### config.mk
export PLATFORM = sky130hd
export DESIGN_NAME = vote_arbiter
export DESIGN_NICKNAME = d
export VERILOG_FILES = /design/src/rtl/vote_pkg.sv /design/src/rtl/rr_arbiter.sv /design/src/rtl/vote_arbiter.sv
export SDC_FILE = /design/constraint.sdc
export NUM_CORES = 1
export LEC_CHECK = 0
export BUFFER_PORTS_ARGS = -buffer_cell sky130_fd_sc_hd__buf_4
export CAP_MARGIN = 20
export CORE_MARGIN = 5
export CORE_UTILIZATION = 49
export CTS_CLUSTER_SIZE = 30
export DETAILED_ROUTE_END_ITERATION = 8
export PLACE_DENSITY = 0.73
export SLEW_MARGIN = 20
export SYNTH_ARGS = -nofsm -noshare
export SYNTH_HDL_FRONTEND = slang
export SYNTH_HIERARCHICAL = 1
export SYNTH_SLANG_ARGS = --single-unit
### constraint.sdc
create_clock -name clk -period 3.6 [get_ports clk]
set_input_delay 0.72 -clock clk [delete_from_list [all_inputs] [get_ports clk]]
set_output_delay 0.72 -clock clk [all_outputs]
set_load 0.05 [all_outputs]
### src/rtl/vote_pkg.sv
// Shared types and constants for the vote arbiter and the tally datapath.
package vote_pkg;

    // Poll session life cycle.
    typedef enum logic [2:0] {
        StIdle,
        StClear,
        StOpen,
        StDrain,
        StClosed
    } vote_state_t;

    // Candidate code meaning "no vote".
    localparam int unsigned CAND_NONE = 0;

    // Defaults shared with voting_machine.
    localparam int unsigned CAND_W_DEFAULT   = 3;
    localparam int unsigned NUM_CAND_DEFAULT = 3;

    // Width of a booth index; never narrower than one bit.
    function automatic int unsigned ptr_width(input int unsigned n);
        return (n > 1) ? $clog2(n) : 1;
    endfunction

endpackage

### src/rtl/rr_arbiter.sv
// Combinational round-robin arbiter: first eligible requester at or after ptr_i.
module rr_arbiter
    import vote_pkg::*;
#(
    parameter int unsigned NUM_BOOTHS = 4,
    parameter int unsigned PTR_W      = ptr_width(NUM_BOOTHS)
) (
    input  logic [NUM_BOOTHS-1:0] req_i,
    input  logic [NUM_BOOTHS-1:0] mask_i,
    input  logic [PTR_W-1:0]      ptr_i,
    output logic [NUM_BOOTHS-1:0] gnt_o,
    output logic                  valid_o
);

    localparam logic [PTR_W:0] NumB = (PTR_W + 1)'(NUM_BOOTHS);

    logic [NUM_BOOTHS-1:0] eligible;
    logic [PTR_W-1:0]      idx;

    assign eligible = req_i & ~mask_i;

    // ptr_i + off modulo NUM_BOOTHS; both operands are below NUM_BOOTHS.
    function automatic logic [PTR_W-1:0] wrap_idx(input logic [PTR_W-1:0] base,
                                                  input int unsigned off);
        logic [PTR_W:0] s;
        s = {1'b0, base} + (PTR_W + 1)'(off);
        if (s >= NumB) begin
            s = s - NumB;
        end
        return s[PTR_W-1:0];
    endfunction

    // Scan from the pointer in modulo order and grant the first eligible booth.
    always_comb begin
        gnt_o   = '0;
        valid_o = 1'b0;
        idx     = '0;
        for (int unsigned i = 0; i < NUM_BOOTHS; i++) begin
            idx = wrap_idx(ptr_i, i);
            if (!valid_o && eligible[idx]) begin
                gnt_o[idx] = 1'b1;
                valid_o    = 1'b1;
            end
        end
    end

endmodule

### src/rtl/vote_arbiter.sv
// Poll session controller sharing one tally datapath between several booths.
module vote_arbiter
    import vote_pkg::*;
#(
    parameter int unsigned NUM_BOOTHS = 4,
    parameter int unsigned CAND_W     = CAND_W_DEFAULT,
    parameter int unsigned NUM_CAND   = NUM_CAND_DEFAULT,
    parameter int unsigned CNT_W      = 8
) (
    input  logic                         clk,
    input  logic                         rst,
    input  logic                         open_poll,
    input  logic                         close_poll,
    input  logic [NUM_BOOTHS-1:0]        booth_req,
    input  logic [NUM_BOOTHS*CAND_W-1:0] booth_cand,
    output logic [NUM_BOOTHS-1:0]        booth_ack,
    output logic                         reject,
    output logic                         tally_en,
    output logic [CAND_W-1:0]            tally_cand,
    output logic                         tally_clr,
    output logic                         poll_open,
    output logic                         results_valid,
    output logic [CNT_W-1:0]             votes_cast
);

    localparam int unsigned PtrW = ptr_width(NUM_BOOTHS);

    vote_state_t state_q, state_d;

    logic [PtrW-1:0]              ptr_q, ptr_d;
    logic [NUM_BOOTHS-1:0]        req_q;
    logic [NUM_BOOTHS*CAND_W-1:0] cand_q;
    logic [NUM_BOOTHS-1:0]        ack_q, ack_d;
    logic                         reject_q, reject_d;
    logic                         tally_en_q, tally_en_d;
    logic [CAND_W-1:0]            tally_cand_q, tally_cand_d;
    logic                         tally_clr_q, tally_clr_d;
    logic                         poll_open_q, poll_open_d;
    logic                         results_valid_q, results_valid_d;
    logic [CNT_W-1:0]             cnt_q, cnt_d;

    logic [NUM_BOOTHS-1:0] gnt;
    logic                  gnt_valid;
    logic                  grant_en;
    logic [PtrW-1:0]       gnt_idx;
    logic [CAND_W-1:0]     gnt_cand;
    logic                  cand_ok;
    logic                  count_vote;

    // The booth acked this cycle is masked so it cannot win twice in a row.
    rr_arbiter #(
        .NUM_BOOTHS (NUM_BOOTHS),
        .PTR_W      (PtrW)
    ) u_rr_arbiter (
        .req_i   (req_q),
        .mask_i  (ack_q),
        .ptr_i   (ptr_q),
        .gnt_o   (gnt),
        .valid_o (gnt_valid)
    );

    // Grants wait for the registered poll_open so the first ack trails it by a cycle.
    assign grant_en = (state_q == StOpen) && poll_open_q && gnt_valid;

    // Decode the one-hot grant into an index and the winning candidate code.
    always_comb begin
        gnt_idx  = '0;
        gnt_cand = '0;
        for (int unsigned i = 0; i < NUM_BOOTHS; i++) begin
            if (gnt[i]) begin
                gnt_idx  = PtrW'(i);
                gnt_cand = cand_q[i*CAND_W +: CAND_W];
            end
        end
    end

    assign cand_ok    = (32'(gnt_cand) != CAND_NONE) && (32'(gnt_cand) <= NUM_CAND);
    assign count_vote = grant_en && cand_ok && !(&cnt_q);

    // Session life cycle; a close in OPEN takes priority over a reopen.
    always_comb begin
        state_d = state_q;
        case (state_q)
            StIdle:   if (open_poll) state_d = StClear;
            StClear:  state_d = StOpen;
            StOpen:   if (close_poll) state_d = StDrain;
            StDrain:  state_d = StClosed;
            StClosed: if (open_poll) state_d = StClear;
            default:  state_d = StIdle;
        endcase
    end

    // Next values of the registered outputs, pointer and vote counter.
    always_comb begin
        ack_d           = grant_en ? gnt : '0;
        reject_d        = grant_en && !count_vote;
        tally_en_d      = count_vote;
        tally_cand_d    = count_vote ? gnt_cand : '0;
        tally_clr_d     = (state_q == StClear);
        poll_open_d     = (state_q == StOpen);
        results_valid_d = (state_q == StClosed);
        cnt_d           = cnt_q;
        ptr_d           = ptr_q;
        if (state_q == StClear) begin
            cnt_d = '0;
            ptr_d = '0;
        end else begin
            if (count_vote) begin
                cnt_d = cnt_q + CNT_W'(1);
            end
            if (grant_en) begin
                ptr_d = (gnt_idx == PtrW'(NUM_BOOTHS - 1)) ? '0 : gnt_idx + PtrW'(1);
            end
        end
    end

    // State and output registers. A request bit that was just acked is dropped on
    // capture because the booth only releases it one cycle after the ack.
    always_ff @(posedge clk or negedge rst) begin
        if (!rst) begin
            state_q         <= StIdle;
            ptr_q           <= '0;
            req_q           <= '0;
            cand_q          <= '0;
            ack_q           <= '0;
            reject_q        <= 1'b0;
            tally_en_q      <= 1'b0;
            tally_cand_q    <= '0;
            tally_clr_q     <= 1'b0;
            poll_open_q     <= 1'b0;
            results_valid_q <= 1'b0;
            cnt_q           <= '0;
        end else begin
            state_q         <= state_d;
            ptr_q           <= ptr_d;
            req_q           <= booth_req & ~ack_q;
            cand_q          <= booth_cand;
            ack_q           <= ack_d;
            reject_q        <= reject_d;
            tally_en_q      <= tally_en_d;
            tally_cand_q    <= tally_cand_d;
            tally_clr_q     <= tally_clr_d;
            poll_open_q     <= poll_open_d;
            results_valid_q <= results_valid_d;
            cnt_q           <= cnt_d;
        end
    end

    assign booth_ack     = ack_q;
    assign reject        = reject_q;
    assign tally_en      = tally_en_q;
    assign tally_cand    = tally_cand_q;
    assign tally_clr     = tally_clr_q;
    assign poll_open     = poll_open_q;
    assign results_valid = results_valid_q;
    assign votes_cast    = cnt_q;

endmodule

Yosys cells after proc, flatten, opt, wreduce, memory -nomap -nowiden
Index checks and enable logic that the tools add are counted.
- flip-flop bits (word level): 41
- input port bits: 20
- output and inout bits: 20
- logic and storage cells: 117
- add/subtract/negate cells: 9
- magnitude comparators: 13
- equal/unequal tests: 7
- muxes and demuxes: 45
- bitwise gates (word level): 6
- reduce and logical (&&, ||, !) cells: 25
- operators by type and width (cell ; number):
    two-way mux 3 bit ; 7
    two-way mux 4 bit ; 5
    two-way mux 2 bit ; 9
    two-way mux 8 bit ; 2
    logical AND 1 bit ; 13
    two-way mux 1 bit ; 13
    < comparator 2 x 3 -> 1 bit, second input constant ; 4
    bitwise OR 4 bit ; 3
    case mux 3 bit (4 select lines) ; 1
    >= comparator 3 bit, second input constant ; 3
    adder 8 x 1 -> 8 bit, second input constant ; 1
    AND 4 bit ; 2
    binary-select mux 1 bit (select 2 bit) ; 4
    demux 1 bit (select 2 bit) ; 4
    >= comparator 2 x 1 -> 1 bit, second input constant ; 4
    AND reduction 8 bit ; 1
    subtractor 2 x 1 -> 2 bit, second input constant ; 4
    adder 2 x 2 -> 3 bit, second input constant ; 2
    == test 3 x 2 -> 1 bit, second input constant ; 2
    zero test 1 bit ; 5
    inverter 4 bit ; 1
    nonzero test 2 bit ; 2
    adder 2 x 1 -> 3 bit, second input constant ; 1
    == test 3 x 1 -> 1 bit, second input constant ; 1
    other kinds (11) ; 11

Depth between registers and ports, before layout
- word-level depth: 24
- mapped depth: 14
- gate-level depth less buffers: 12

Hierarchy
Netlist, hierarchy kept.
- modules (own cells, without submodules) (module ; times used ; cells an instance ; area an instance (µm²) ; seq. area each (µm²)):
    vote_arbiter ; 1 ; 126 ; 1564.0 ; 1026.0
    rr_arbiter ; 1 ; 47 ; 431.7 ; 0.0

Worst setup path after synthesis
Ideal clock, no wire load.
- path kind: reg2reg
- start point: register ack_q[1] (netlist: booth_ack[1])
- end point: register cnt_q[5] (netlist: votes_cast[5])
- arrival: 3.489 ns
- required time: 3.521 ns
- slack: 0.032 ns
- cell stages (with the launch flop): 11
- path buffers: 0
- period minus slack after synthesis: 3.568 ns
- path through: dfrtp_1 nor2b_4 mux4_2 a22o_1 a21o_1 a221o_1 or4bb_1 a32oi_2 o221ai_2 or4_1 a21oi_1
- elaborated cells between the ends (all ways): 38
- those cells by class: 1 x order compare; 20 x mux; 5 x bitwise; 12 x reduce/logical
- RTL lines (item ; line ; source):
    from (decl) ; vote_arbiter.sv:33 ; logic [NUM_BOOTHS-1:0] ack_q, ack_d;
    from (signal assigned) ; vote_arbiter.sv:138 ; ack_q <= ack_d;
    inverter 4 bit * ; rr_arbiter.sv:20 ; assign eligible = req_i & ~mask_i;
    AND 4 bit * ; rr_arbiter.sv:20 ;
    binary-select mux 1 bit (select 2 bit) ; rr_arbiter.sv:40 ; if (!valid_o && eligible[idx]) begin
    two-way mux 1 bit (not written as such) ; rr_arbiter.sv:40 ;
    two-way mux 1 bit ; rr_arbiter.sv:40 ;
    zero test 1 bit ; rr_arbiter.sv:40 ;
    logical AND 1 bit ; rr_arbiter.sv:40 ;
    two-way mux 1 bit ; rr_arbiter.sv:40 ;
    (+4 left out) ; -- ;
    logical AND 1 bit ; rr_arbiter.sv:40 ;
    two-way mux 4 bit * ; rr_arbiter.sv:40 ;
    net gnt[1] ; vote_arbiter.sv:42 ; logic [NUM_BOOTHS-1:0] gnt;
    two-way mux 3 bit * (3 in series) ; vote_arbiter.sv:70 ; if (gnt[i]) begin
    <= comparator 3 x 2 -> 1 bit or nonzero test 3 bit (tied branches) ; vote_arbiter.sv:77 ; assign cand_ok = (32'(gnt_cand) != CAND_NONE) && (32'(gnt_cand) <= NUM_CAND);
    logical AND 1 bit * ; vote_arbiter.sv:77 ;
    logical AND 1 bit * (2 in series) ; vote_arbiter.sv:78 ; assign count_vote = grant_en && cand_ok && !(&cnt_q);
    nonzero test 2 bit (no line) * ; -- ;
    to (signal assigned) ; vote_arbiter.sv:145 ; cnt_q <= cnt_d;
    to (decl) ; vote_arbiter.sv:40 ; logic [CNT_W-1:0] cnt_q, cnt_d;
Mark *: on every way through the listed nets, which the timed path passes. The rest lies on a longest branch. The select of a mux whose other input is x is not followed.
A chain may end at the register's enable or synchronous reset.

Final worst setup path
- start point: register req_q[1]
- end point: register cnt_q[7] (netlist: votes_cast[7])
- elaborated cells between the ends (all ways): 37
- those cells by class: 1 x order compare; 20 x mux; 4 x bitwise; 12 x reduce/logical
- RTL lines (item ; line ; source):
    from (decl) ; vote_arbiter.sv:31 ; logic [NUM_BOOTHS-1:0] req_q;
    from (signal assigned) ; vote_arbiter.sv:136 ; req_q <= booth_req & ~ack_q;
    AND 4 bit * ; rr_arbiter.sv:20 ;
    binary-select mux 1 bit (select 2 bit) ; rr_arbiter.sv:40 ;
    two-way mux 1 bit (not written as such) ; rr_arbiter.sv:40 ;
    two-way mux 1 bit ; rr_arbiter.sv:40 ;
    zero test 1 bit ; rr_arbiter.sv:40 ;
    logical AND 1 bit ; rr_arbiter.sv:40 ;
    two-way mux 1 bit ; rr_arbiter.sv:40 ;
    zero test 1 bit ; rr_arbiter.sv:40 ;
    (+3 left out) ; -- ;
    logical AND 1 bit ; rr_arbiter.sv:40 ;
    two-way mux 4 bit * ; rr_arbiter.sv:40 ;
    net gnt[1] ; vote_arbiter.sv:42 ;
    two-way mux 3 bit * (3 in series) ; vote_arbiter.sv:70 ;
    <= comparator 3 x 2 -> 1 bit or nonzero test 3 bit (tied branches) ; vote_arbiter.sv:77 ;
    logical AND 1 bit * ; vote_arbiter.sv:77 ;
    logical AND 1 bit * (2 in series) ; vote_arbiter.sv:78 ;
    nonzero test 2 bit (no line) * ; -- ;
Marks and branches as above.

==> summary.md <==
| Metric | Value |
|---|---|
| Worst vdd ir | `0.453 mV` |
| Final setup viols | `0` |
| Final Max Tran Viols | `0` |
| DR WL/cell | `17.4 um` |
| Worst Tran Pin Value | `0.505 ns` |
| CTS max path bufs | `2` |
| Cell Int Power | `1.18 mW` |
| Num CTS Buffers | `5` |
| Core area | `3970 um^2` |
| Sequential share of the synthesized area | `0.514` |
| Layout cells sized above 1 | `0.378` |
| PortBufs | `39` |
| Chip width | `73.8 um` |
| Area grow syn2layout | `33.5%` |
| Pwr dens | `731 nW/um^2` |
| Net switching power | `0.764 mW` |
| Worst path required time | `3.82 ns` |
| Mean post-synth cell area | `11.5 um^2` |
| Initial antenna violation count | `0` |
| Ranking of synthesized cells by area | `dfrtp_1 (51%), ha_1 (5.0%), nor2b_4 (2.8%)` |
| Antenna-violating nets left | `0` |
| CTS Hold Bufs | `0` |
| Unrepaired setup endpoints after global routing | `yes` |
| CTS H-tree depth | `2` |
| Reg2Reg Depth | `10` |
| Ys flop type | `dfrtp_1` |
| Post-Syn Area | `2000 um^2` |
| Number of synthesized flops with an enable pin | `0` |
| Startpoint Class | `flop` |
| Slowest CP cell | `or4bb_1` |
| DP HPWL | `3450 um` |
| Synth top area share | `0.514` |
| Worst setup path class | `reg2reg` |
| GRT Util Overall | `0.192` |
| Most common cell in the netlist | `dfrtp_1` |
| Max cap viols | `0` |
| Worst slew margin | `0.663` |
| Number of synthesized register bits | `41` |
| Final Hold Fails | `0` |
| Hold Slack | `0.394 ns` |
| Gate power share | `0.506` |
| Hold Crit Class | `in2async` |
| Buf/Inv on CP | `0` |
| Crit path cell chain | `nor2b_4, mux4_2, a22o_1, a21o_1, a221o_1, or4bb_1, a32oi_2, o221ai_2, or4_4, a21oi_2` |
| Count of cell types in the netlist | `45` |
| Antenna fix cells | `0` |
| Sink Count | `41` |
| Switching share of power | `0.392` |
| Arrival time worst endpoint | `3.74 ns` |
| Clock latency on the worst-skew pair | `0.29 ns` |
| CTS tree | `built` |
| Minimum clock period | `3.52 ns` |
| Outcome | `complete, no violations` |
| Final Skew | `0.00373 ns` |
| Area of the die | `5450 um^2` |
| Post-Layout Cell Count | `283` |
| Nets | `260` |
| Period utilization | `0.978` |
| Die Y | `73.8 um` |
| Total congestion overflow | `0` |
| Synthesized Nets | `201` |
| Cells after Synth | `173` |
| First-pass GRT wire length | `7840 um` |
| DR vias | `1607` |
| Cell depth of the worst setup path | `10` |
| Starting Density | `0.503` |
| FP Rows | `23` |
| Async SR Flop Fraction | `1.00` |
| Pin count of the biggest net entering global routing | `42` |
| Clock transition at path regs | `0.08 ns` |
| Peak Freq | `284 MHz` |
| Clock network power share | `0.194` |
| Final core utilization | `0.671` |
| Endpoint class of the critical path | `flop` |
| Avg Vias per Cell | `5.68` |
| Max incr delay on CP | `0.56 ns` |
| Final WL | `4930 um` |
| Area leader, netlist | `dfrtp_1` |
| DR iter-0 viols | `104` |
| Boundary pin count | `40` |
| CP max FO | `6` |
| # DRC | `0` |
| CP delay by family, top | `compound AO/OA/AOI/OAI gates` |
| Synth warn | `6` |
| Placer Congestion | `0.849` |
| Seq pwr share | `0.300` |
| Post-Route Setup TNS | `0 ns` |
| Leak | `1.27 nW` |
| Vias in the first global route | `1682` |
| Synth cell count leaders | `dfrtp_1 (41), a21oi_1 (9), nor2_1 (9), ha_1 (8), inv_1 (8)` |
| Drt pass-1 iters | `4` |
| Root Buffer | `clkbuf_8` |
| Placed cell count | `266` |
-- flip-flops by register name, indices dropped and copies added, names as in the netlist --
| signal | cells |
|---|---|
| poll_open | 1 |
| reject | 1 |
| state_q | 3 |
| booth_ack | 4 |
| results_valid | 1 |
| req_q | 4 |
| votes_cast | 8 |
| tally_cand | 3 |
| tally_en | 1 |
| tally_clr | 1 |
| cand_q | 12 |
| ptr_q | 2 |
-- layout make-up --
class,count,area (um^2)
inverters,11,46.3
multi-input cells,119,1000
clock inverters,1,30.0
clock buffers,7,86.3
well taps,50,62.6
repair buffers,54,413
fillers,294,1310
flip-flops and latches,41,1030
-- worst paths after layout --
check | slack [ns] | from | to
setup / recovery | 0.08 | req_q[1] | votes_cast[7]
hold reg to reg | 0.49 | state_q[2] | state_q[1]
setup reg to reg | 0.08 | req_q[1] | votes_cast[7]
max in group asynchronous | 2.83 | rst | booth_ack[1]
min in group clk | 0.49 | state_q[2] | state_q[1]
hold / removal | 0.39 | rst | cand_q[3]
-- kinds of logic after synthesis --
kind of cell / share of synthesized area
buffers and inverters: 0.0245
AO/OA/AOI/OAI: 0.160
adder cells (fa/ha/maj): 0.0502
other: 0.00188
flip-flops: 0.514
multiplexers: 0.0326
AND/OR/NAND/NOR: 0.208
XOR/XNOR: 0.00878
-- power groups by stage --
stage | Combinational, mW | Sequential (mW) | Clock (mW)
2_1_floorplan | 0.507 | 0.697 | 0
3_5_place_dp | 0.864 | 0.588 | 0
5_1_grt | 1.06 | 0.591 | 0.408
3_3_place_gp | 0.819 | 0.583 | 0
4_1_cts | 0.901 | 0.580 | 0.387
6_report | 0.986 | 0.583 | 0.378
-- worst register-to-register path, delay by kind of cell, from the launching register on --
family | cells | cell delay (ns)
AO/OA/AOI/OAI | 6 | 1.26
flip-flops | 1 | 0.41
multiplexers | 1 | 0.54
AND/OR/NAND/NOR | 3 | 1.23
-- per-layer routing --
layer	up-vias	track usage	wire (um)
met5	-	0	0
met2	38	0.333	2740
met4	0	0.0785	92
met3	11	0.0561	218
li1	750	-	-
met1	808	0.219	1880
-- through the flow --
stage	total power [mW]	worst slack (ns)	cell area (um^2)
after floorplan	1.20	0.0317	2000
after global placement	1.40	0.205	2390
after detailed placement	1.45	0.0318	2390
after CTS	1.87	0.000130	2530
after global routing	2.06	-0.0722	2670
final	1.95	0.0776	2670
-- cell usage in the layout (no fill, tap or decap), drive strengths merged, types with 7 or more instances in the layout --
master and n:
inv 10, dfrtp 41, nor2b 12, clkbuf 7, ha 8, buf 54, nand3 7, nor2 9
a21oi 9
-- repair_timing --
| item | in CTS | in global routing |
|---|---|---|
| buffers inserted | 1 | 7 |
| resized for setup | 2 | 20 |
| setup endpoints to repair | 2 | 6 |
| pin swaps | 2 | 8 |
| cloned | 0 | 1 |
Power figures use the tool's default switching activity.
